File: src/rtl/load_store_unit_if.sv
// Word-organised data-memory port: the load/store unit is the master, the data memory the slave.
interface load_store_unit_if;
    localparam int unsigned ADDR_W = 32;
    localparam int unsigned DATA_W = 32;
    localparam int unsigned BE_W   = DATA_W / 8;

    logic              dmem_req;
    logic              dmem_we;
    logic [BE_W-1:0]   dmem_be;
    logic [ADDR_W-1:0] dmem_addr;
    logic [DATA_W-1:0] dmem_wdata;
    logic              dmem_ready;
    logic [DATA_W-1:0] dmem_rdata;

    modport master (
        output dmem_req,
        output dmem_we,
        output dmem_be,
        output dmem_addr,
        output dmem_wdata,
        input  dmem_ready,
        input  dmem_rdata
    );

    modport slave (
        input  dmem_req,
        input  dmem_we,
        input  dmem_be,
        input  dmem_addr,
        input  dmem_wdata,
        output dmem_ready,
        output dmem_rdata
    );
endinterface

File: src/rtl/load_store_unit.sv
// Load/store unit for the multicycle core: lane steering, load extension,
// alignment checks and a bus-timeout watchdog in front of a word-wide data memory.
module load_store_unit #(
    parameter int unsigned TIMEOUT_CYCLES = 15
) (
    input  logic        clk,
    input  logic        reset,
    input  logic        ctrl_mem_read,
    input  logic        ctrl_mem_write,
    input  logic [2:0]  funct3,
    input  logic [31:0] address,
    input  logic [31:0] write_data,
    output logic [31:0] read_data,
    output logic        stat_mem_read_done,
    output logic        stat_mem_write_done,
    output logic        stat_mem_fault,
    load_store_unit_if.master mem
);

    localparam int unsigned DATA_W = 32;
    localparam int unsigned ADDR_W = 32;
    localparam int unsigned BE_W   = DATA_W / 8;
    localparam int unsigned CNT_W  = 8;
    localparam logic [CNT_W-1:0] TIMEOUT_LIMIT = CNT_W'(TIMEOUT_CYCLES);

    localparam logic [2:0] F3_B  = 3'b000;
    localparam logic [2:0] F3_H  = 3'b001;
    localparam logic [2:0] F3_W  = 3'b010;
    localparam logic [2:0] F3_BU = 3'b100;
    localparam logic [2:0] F3_HU = 3'b101;

    typedef enum logic [2:0] {
        IDLE,
        REQ,
        DONE,
        FAULT,
        RELEASE
    } state_t;

    state_t state, state_next;

    logic [ADDR_W-1:0] addr_q, addr_next;
    logic [2:0]        f3_q, f3_next;
    logic [DATA_W-1:0] wdata_q, wdata_next;
    logic              store_q, store_next;
    logic [CNT_W-1:0]  cnt_q, cnt_next;

    logic [DATA_W-1:0] read_data_next;
    logic              read_done_next, write_done_next, fault_next;
    logic              req_next, we_next;
    logic [BE_W-1:0]   be_next;
    logic [ADDR_W-1:0] maddr_next;
    logic [DATA_W-1:0] mwdata_next;

    // Funct3 legality plus natural alignment of the byte offset.
    function automatic logic access_ok(input logic is_store, input logic [2:0] f3,
                                       input logic [1:0] ofs);
        logic ok;
        unique case (f3)
            F3_B:    ok = 1'b1;
            F3_H:    ok = !ofs[0];
            F3_W:    ok = (ofs == 2'b00);
            F3_BU:   ok = !is_store;
            F3_HU:   ok = !is_store && !ofs[0];
            default: ok = 1'b0;
        endcase
        return ok;
    endfunction

    function automatic logic [BE_W-1:0] lane_be(input logic [2:0] f3, input logic [1:0] ofs);
        logic [BE_W-1:0] be;
        unique case (f3[1:0])
            2'b00:   be = BE_W'(4'b0001 << ofs);
            2'b01:   be = ofs[1] ? 4'b1100 : 4'b0011;
            default: be = 4'b1111;
        endcase
        return be;
    endfunction

    function automatic logic [DATA_W-1:0] lane_data(input logic [2:0] f3,
                                                    input logic [DATA_W-1:0] data);
        logic [DATA_W-1:0] d;
        unique case (f3[1:0])
            2'b00:   d = {4{data[7:0]}};
            2'b01:   d = {2{data[15:0]}};
            default: d = data;
        endcase
        return d;
    endfunction

    // Pick the addressed byte/halfword lane and extend it to a full word.
    function automatic logic [DATA_W-1:0] extend_load(input logic [2:0] f3, input logic [1:0] ofs,
                                                      input logic [DATA_W-1:0] word);
        logic [7:0]        b;
        logic [15:0]       h;
        logic [DATA_W-1:0] r;
        b = 8'(word >> {ofs, 3'b000});
        h = ofs[1] ? word[31:16] : word[15:0];
        unique case (f3)
            F3_B:    r = {{24{b[7]}}, b};
            F3_H:    r = {{16{h[15]}}, h};
            F3_BU:   r = {24'd0, b};
            F3_HU:   r = {16'd0, h};
            default: r = word;
        endcase
        return r;
    endfunction

    always_ff @(posedge clk) begin
        if (reset) begin
            state <= IDLE;
        end else begin
            state <= state_next;
        end
    end

    always_comb begin
        state_next      = state;
        addr_next       = addr_q;
        f3_next         = f3_q;
        wdata_next      = wdata_q;
        store_next      = store_q;
        cnt_next        = cnt_q;
        read_data_next  = read_data;
        req_next        = 1'b0;
        we_next         = 1'b0;
        be_next         = '0;
        maddr_next      = '0;
        mwdata_next     = '0;
        read_done_next  = 1'b0;
        write_done_next = 1'b0;
        fault_next      = 1'b0;

        unique case (state)
            IDLE: begin
                if (ctrl_mem_read || ctrl_mem_write) begin
                    addr_next  = address;
                    f3_next    = funct3;
                    wdata_next = write_data;
                    store_next = ctrl_mem_write;
                    if ((ctrl_mem_read && ctrl_mem_write) ||
                        !access_ok(ctrl_mem_write, funct3, address[1:0])) begin
                        state_next = FAULT;
                    end else begin
                        state_next = REQ;
                        cnt_next   = '0;
                    end
                end
            end
            REQ: begin
                if (mem.dmem_ready) begin
                    state_next = DONE;
                    if (!store_q) begin
                        read_data_next = extend_load(f3_q, addr_q[1:0], mem.dmem_rdata);
                    end
                end else if (cnt_q == TIMEOUT_LIMIT) begin
                    state_next = FAULT;
                end else begin
                    cnt_next = cnt_q + CNT_W'(1);
                end
            end
            DONE:    state_next = RELEASE;
            FAULT:   state_next = RELEASE;
            RELEASE: begin
                // Wait for the core to drop its registered control so it cannot re-trigger.
                if (!ctrl_mem_read && !ctrl_mem_write) begin
                    state_next = IDLE;
                end
            end
            default: state_next = IDLE;
        endcase

        // Bus outputs are registered from the next state so they stay stable across REQ.
        if (state_next == REQ) begin
            req_next    = 1'b1;
            we_next     = store_next;
            be_next     = lane_be(f3_next, addr_next[1:0]);
            maddr_next  = {addr_next[ADDR_W-1:2], 2'b00};
            mwdata_next = lane_data(f3_next, wdata_next);
        end
        read_done_next  = (state_next == DONE) && !store_next;
        write_done_next = (state_next == DONE) && store_next;
        fault_next      = (state_next == FAULT);
    end

    always_ff @(posedge clk) begin
        if (reset) begin
            addr_q              <= '0;
            f3_q                <= '0;
            wdata_q             <= '0;
            store_q             <= 1'b0;
            cnt_q               <= '0;
            read_data           <= '0;
            stat_mem_read_done  <= 1'b0;
            stat_mem_write_done <= 1'b0;
            stat_mem_fault      <= 1'b0;
            mem.dmem_req        <= 1'b0;
            mem.dmem_we         <= 1'b0;
            mem.dmem_be         <= '0;
            mem.dmem_addr       <= '0;
            mem.dmem_wdata      <= '0;
        end else begin
            addr_q              <= addr_next;
            f3_q                <= f3_next;
            wdata_q             <= wdata_next;
            store_q             <= store_next;
            cnt_q               <= cnt_next;
            read_data           <= read_data_next;
            stat_mem_read_done  <= read_done_next;
            stat_mem_write_done <= write_done_next;
            stat_mem_fault      <= fault_next;
            mem.dmem_req        <= req_next;
            mem.dmem_we         <= we_next;
            mem.dmem_be         <= be_next;
            mem.dmem_addr       <= maddr_next;
            mem.dmem_wdata      <= mwdata_next;
        end
    end

endmodule

File: src/flat_wrapper.sv
// flat-port wrapper written by rule: the top's interface ports become plain ports
module load_store_unit_flat 
#(
    parameter int unsigned TIMEOUT_CYCLES = 15
)
  (clk, reset, ctrl_mem_read, ctrl_mem_write, funct3, address, write_data, read_data, stat_mem_read_done, stat_mem_write_done, stat_mem_fault, mem_dmem_req, mem_dmem_we, mem_dmem_be, mem_dmem_addr, mem_dmem_wdata, mem_dmem_ready, mem_dmem_rdata);
  load_store_unit_if mem_i ();
  input  logic clk;
  input  logic reset;
  input  logic ctrl_mem_read;
  input  logic ctrl_mem_write;
  input  logic [2:0] funct3;
  input  logic [31:0] address;
  input  logic [31:0] write_data;
  output logic [31:0] read_data;
  output logic stat_mem_read_done;
  output logic stat_mem_write_done;
  output logic stat_mem_fault;
  output wire logic [$bits(mem_i.dmem_req)-1:0] mem_dmem_req;
  output wire logic [$bits(mem_i.dmem_we)-1:0] mem_dmem_we;
  output wire logic [$bits(mem_i.dmem_be)-1:0] mem_dmem_be;
  output wire logic [$bits(mem_i.dmem_addr)-1:0] mem_dmem_addr;
  output wire logic [$bits(mem_i.dmem_wdata)-1:0] mem_dmem_wdata;
  input wire logic [$bits(mem_i.dmem_ready)-1:0] mem_dmem_ready;
  input wire logic [$bits(mem_i.dmem_rdata)-1:0] mem_dmem_rdata;
  assign mem_dmem_req = mem_i.dmem_req;
  assign mem_dmem_we = mem_i.dmem_we;
  assign mem_dmem_be = mem_i.dmem_be;
  assign mem_dmem_addr = mem_i.dmem_addr;
  assign mem_dmem_wdata = mem_i.dmem_wdata;
  assign mem_i.dmem_ready = mem_dmem_ready;
  assign mem_i.dmem_rdata = mem_dmem_rdata;
  load_store_unit #(.TIMEOUT_CYCLES(TIMEOUT_CYCLES)) u_core (.clk(clk), .reset(reset), .ctrl_mem_read(ctrl_mem_read), .ctrl_mem_write(ctrl_mem_write), .funct3(funct3), .address(address), .write_data(write_data), .read_data(read_data), .stat_mem_read_done(stat_mem_read_done), .stat_mem_write_done(stat_mem_write_done), .stat_mem_fault(stat_mem_fault), .mem(mem_i));
endmodule
File: config.mk
export PLATFORM = sky130hd
export DESIGN_NAME = load_store_unit_flat
export DESIGN_NICKNAME = d
export VERILOG_FILES = /design/src/rtl/load_store_unit_if.sv /design/src/rtl/load_store_unit.sv /design/src/flat_wrapper.sv
export SDC_FILE = /design/constraint.sdc
export NUM_CORES = 1
export LEC_CHECK = 0
export BUFFER_PORTS_ARGS = -buffer_cell sky130_fd_sc_hd__buf_2
export CELL_PAD_IN_SITES_DETAIL_PLACEMENT = 1
export CELL_PAD_IN_SITES_GLOBAL_PLACEMENT = 1
export CORE_AREA = 4 4 151 153
export CTS_BUF_LIST = sky130_fd_sc_hd__clkbuf_8 sky130_fd_sc_hd__clkbuf_16
export CTS_CLUSTER_SIZE = 14
export DETAILED_ROUTE_END_ITERATION = 7
export DIE_AREA = 0 0 155 157
export PLACE_DENSITY = 0.76
export SLEW_MARGIN = 0
export SYNTH_ARGS = -nofsm -noshare
export SYNTH_HDL_FRONTEND = slang
export SYNTH_SLANG_ARGS = --single-unit
export TNS_END_PERCENT = 1
File: constraint.sdc
create_clock -name clk -period 2 [get_ports clk]
set_input_delay 0.6 -clock clk [delete_from_list [all_inputs] [get_ports clk]]
set_output_delay 0.6 -clock clk [all_outputs]
set_load 0.05 [all_outputs]
-- After elaboration in Yosys (flattened, before gate mapping)
Index checks and enable logic that the tools add are counted.
- equality and inequality tests: 20
- multiplexer cells: 28
- reductions and logical operators: 23
- add/subtract/negate cells: 1
- shifts and indexed selects: 2
- bitwise logic cells: 2
- operators by type and width (kind ; number):
    $mux 32 ; 4
    $pmux 32 s4 ; 1
    $pmux 32 s2 ; 1
    $mux 8 ; 4
    $shr 32x5->8 ; 1
    $mux 16 ; 1
    $pmux 8 s2 ; 1
    $eq 3x2->1 const B ; 5
    $eq 3x3->1 const B ; 5
    $eq 3x1->1 const B ; 4
    $mux 3 ; 4
    $pmux 3 s4 ; 1
    $logic_not 3->1 ; 3
    $add 8x1->8 const B ; 1
    $eq 8x4->1 const B ; 1
    $pmux 4 s2 ; 1
    $mux 2 ; 3
    $ne 2x2->1 const B ; 3
    $logic_and 1x1->1 ; 5
    $logic_not 1->1 ; 5
    $mux 1 ; 5
    $pmux 1 s5 ; 1
    $reduce_and 5->1 ; 1
    $logic_not 2->1 ; 2
    10 further kinds ; 13
- logic and storage cells: 93
- input port bits: 104
- output and inout port bits: 105
- register bits: 184

-- Longest topological paths before layout
- depth after elaboration: 13
- depth in mapped cells: 7
- mapped depth without buffers: 5

-- Worst setup path after synthesis
Ideal clock, no wire load.
- path type: in2reg
- start: in funct3[1]
- end: reg u_core.mem.dmem_addr[23]
- library setup time: 0.065 ns
- arrival time: 1.850 ns
- data required time: 1.935 ns
- cell stages on the path: 7
- buffers on the path: 3
- setup slack: 0.086 ns
- cells stage by stage: clkbuf_1 o21ai_0 nand3_1 a211o_1 buf_2 buf_2 nor2_1
- cells in the longest elaborated chain, start to end: 12
- elaborated cells on any way between the ends: 16
- classes of those cells: 5 x eq/ne; 6 x mux; 1 x bitwise; 4 x reduce/logical
- ends and longest elaborated chain (item ; line ; text):
    from (decl) ; flat_wrapper.sv:12 ; input logic [2:0] funct3;
    $eq 3x3->1 (tied with other cells) ; load_store_unit.sv:59 ; unique case (f3)
    $pmux 1 s5 (*) ; load_store_unit.sv:59 ;
    $mux 1 (*) ; load_store_unit.sv:136 ; if (ctrl_mem_read || ctrl_mem_write) begin
    $mux 1 (*) ; load_store_unit.sv:134 ; unique case (state)
    $logic_not 1->1 (*) ; load_store_unit.sv:142 ; !access_ok(ctrl_mem_write, funct3, address[1:0])) begin
    $logic_or 1x1->1 (*) ; load_store_unit.sv:141 ; if ((ctrl_mem_read && ctrl_mem_write) ||
    $mux 2 (*) ; load_store_unit.sv:141 ;
    $mux 3 (*) ; load_store_unit.sv:136 ;
    $pmux 3 s4 (*) ; load_store_unit.sv:134 ;
    $eq 3x1->1 (*) ; load_store_unit.sv:174 ; if (state_next == REQ) begin
    $not 1->1 (no line) (*) ; -- ;
    $reduce_or 2->1 (no line) (*) ; -- ;
    to (signal assigned) ; load_store_unit.sv:215 ; mem.dmem_addr <= maddr_next;
    to (decl) ; load_store_unit_if.sv:19 ; output dmem_addr,
Mark *: on every way between the ends. The rest lies on a longest branch, timed or not. The select of a mux whose other input is x is not followed.
A chain may end at the register's enable or synchronous reset.

-- Worst setup path after layout
- start: reg u_core.state[0]
- end: reg u_core.mem.dmem_be[3]
- cells in the longest elaborated chain, start to end: 6
- elaborated cells on any way between the ends: 21
- classes of those cells: 6 x eq/ne; 1 x shift; 9 x mux; 1 x bitwise; 4 x reduce/logical
- ends and longest elaborated chain (item ; line ; text):
    from (decl) ; load_store_unit.sv:40 ; state_t state, state_next;
    from (signal assigned) ; load_store_unit.sv:113 ; state <= state_next;
    $eq 3x2->1 or $mux 3 (tied branches) ; load_store_unit.sv:134, load_store_unit.sv:156 ;
    $reduce_or 2->1 (no line) or $mux 3 (tied branches) ; -- ;
    $pmux 3 s4 ; load_store_unit.sv:134 ;
    $eq 3x1->1 ; load_store_unit.sv:174 ;
    $not 1->1 (no line) ; -- ;
    $reduce_or 2->1 (no line) ; -- ;
    to (signal assigned) ; load_store_unit.sv:214 ; mem.dmem_be <= be_next;
    to (decl) ; load_store_unit_if.sv:18 ; output dmem_be,
Parallel ways exist; a longest one is shown, timed or not.

==> results_dict.tcl <==
set metrics [dict create \
    grt_pass1_vias 7206 \
    synth_area_um2 7408 \
    fin_worst_skew_ps 8.445 \
    yosys_warnings 0 \
    slew-limit-headroom_pct 64.34 \
    die_x_um 155 \
    grt-ovfl-total 0 \
    end_kind "register" \
    portBuffers 206 \
    worstMarginPinSlew_ps 533.8 \
    synthCells 826 \
    synth_edf_count 0 \
    synth-async-reset-ratio_pct 0 \
    core_area_um2 21550 \
    finalHoldViolations 0 \
    cap_violations 0 \
    die-area_um2 24340 \
    fillers 2550 \
    cellLeakagePower_nw 4.350 \
    clock_path_buffers 2 \
    antenna_found_initial 7 \
    synth_ff_type "dfxtp_1" \
    tns_ps 0 \
    start_util_pct 34.37 \
    p_total_mw 10.58 \
    max_freq_mhz 526.5 \
    synth_top_area_cell "dfxtp_1" \
    drive_gt1_share_pct 30.38 \
    setup_viol 0 \
    vdd_drop_max_mv 0.6954 \
    regArea_um2 3645 \
    stdcell_area_um2 9635 \
    crit_arrival_ps 2250 \
    cts_tree "yes" \
    first_pass_iters 4 \
    pin_count 209 \
    rsz0062_at_grt "false" \
    cts.sinks 182 \
    antenna_left 0 \
    worstPathRequired_ps 2350 \
    die_y_um 157 \
    dp_slack_ps -35.06 \
    synth.area.top_cells "dfxtp_1 (49%), mux2i_1 (9.7%), nand2_1 (5.9%), nor2_1 (5.4%), a21oi_1 (4.3%)" \
    vias 6926 \
    cts_root_buf "clkbuf_16" \
    grt_pass1_wl_mm 37.62 \
    nets 1143 \
    synth_top_area_share_pct 49.18 \
    critical_path_class "reg -> reg" \
    wire_per_inst_um 18.14 \
    grt_max_degree 62 \
    grt_util_all_layers_pct 19.31 \
    place_hpwl_mm 17.54 \
    min_period_over_period_pct 94.96 \
    via_per_inst 5.208 \
    slew_viol_final 0 \
    numCtsBuffers 17 \
    multi_input_comb_area_um2 3467 \
    synth.most_common_cell "dfxtp_1" \
    fin_crit_ps 1899 \
    ys_ff_latch 182 \
    dpl_cell_area_um2 9022 \
    syn_to_final_growth_pct 30.06 \
    p_per_area_nw_per_um2 1098 \
    syn_area_per_cell_um2 8.969 \
    std_cell_rows 54 \
    holdWs_ps 420.6 \
    drcViolationCount 0 \
    synth_cell_types 53 \
    diodes 0 \
    cts_setup_buffers 0 \
    yosys-top-cells-count "dfxtp_1 (182), nand2_1 (116), nor2_1 (107)" \
    cts_resized 0 \
    start_kind "register" \
    path_clk_slew_ps 70 \
    ctsHoldBuffers 0 \
    place_congestion 0.7969 \
    hold_class "in -> reg" \
    status "completed" \
    crit_path_max_fanout 19 \
    clock_latency_ps 430 \
    htreeDepth 4 \
    seq_area_frac_synth_pct 49.18 \
    first_iter_violations 310 \
    worst_slack_ps 100.7 \
    drt-total-wl_mm 24.13 \
]
## cells by family (layout without fill, tap and decap cells)
group	Yosys count	count (layout)	share of synthesized area [%]
buf+inv	74	297	4.526
fa+ha+maj	1	1	0.1689
xor+xnor	2	2	0.2365
flops	182	182	49.18
mux	81	81	11.25
other cells	1	2	0.05062
compound gates	186	186	17.01
simple gates	299	299	17.58
## routing by layer
metal	GRT usage (%)	wire, µm
met5	0	70
met4	6.013	477
met3	6.984	1969
met2	31.54	11030
met1	23.95	10580
## flip-flops by register name (all words and copies together), names as in the netlist
register / cells
u_core.stat_mem_fault: 1
u_core.cnt_q: 8
u_core.read_data: 32
u_core.stat_mem_write_done: 1
u_core.stat_mem_read_done: 1
u_core.store_q: 1
u_core.f3_q: 3
u_core.wdata_q: 32
u_core.mem.dmem_req: 1
u_core.state: 3
u_core.mem.dmem_addr: 30
u_core.mem.dmem_we: 1
u_core.mem.dmem_wdata: 32
u_core.addr_q: 32
u_core.mem.dmem_be: 4
## cell usage in the layout, fill, tap and decap left out, types with 17 or more instances in the layout
master	count
nand2_1	116
mux2i_1	72
a21oi_1	64
buf_4	45
dfxtp_1	181
a211oi_1	19
clkbuf_16	17
nor2_1	107
o21ai_0	40
buf_2	205
## worst paths after layout
path	cells after the start	slack, ps	to	startpoint
min	3	420	u_core.wdata_q[19]	write_data[19]
min reg2reg	2	460	u_core.wdata_q[21]	u_core.wdata_q[21]
max reg2reg	8	100	u_core.mem.dmem_be[3]	u_core.state[0]
max	8	100	u_core.mem.dmem_be[3]	u_core.state[0]
## critical path, cell delays in order, from the launching register on
cell     delay (ps)
dfxtp_1         340
buf_4           160
nor3_1          160
buf_4           170
o21ai_4         120
buf_12          190
buf_4           160
or3_1           350
a31oi_1         170
## stage by stage
stage / utilization, % / cells
6_report: 44.71 / 1330
5_1_grt: 44.71 / 1330
4_1_cts: 44.62 / 1330
3_5_place_dp: 41.86 / 1299
3_3_place_gp: 41.86 / 1299
2_1_floorplan: - / 827
## where the power goes
group	switching [mW]	total, mW	internal, mW
Sequential	0.196	4.20	4.00
Clock	1.50	3.42	1.92
Combinational	1.96	2.96	1.00
## layout make-up
type                            instances  share of cell area, %
Tap cell                              280                  3.636
Sequential cell                       182                  37.83
Timing Repair Buffer                  260                  16.14
Clock buffer                           19                  4.701
Clock inverter                         12                  1.480
Multi-Input combinational cell        571                  35.98
Inverter                                6                 0.2337
Power figures use the tool's default switching activity.
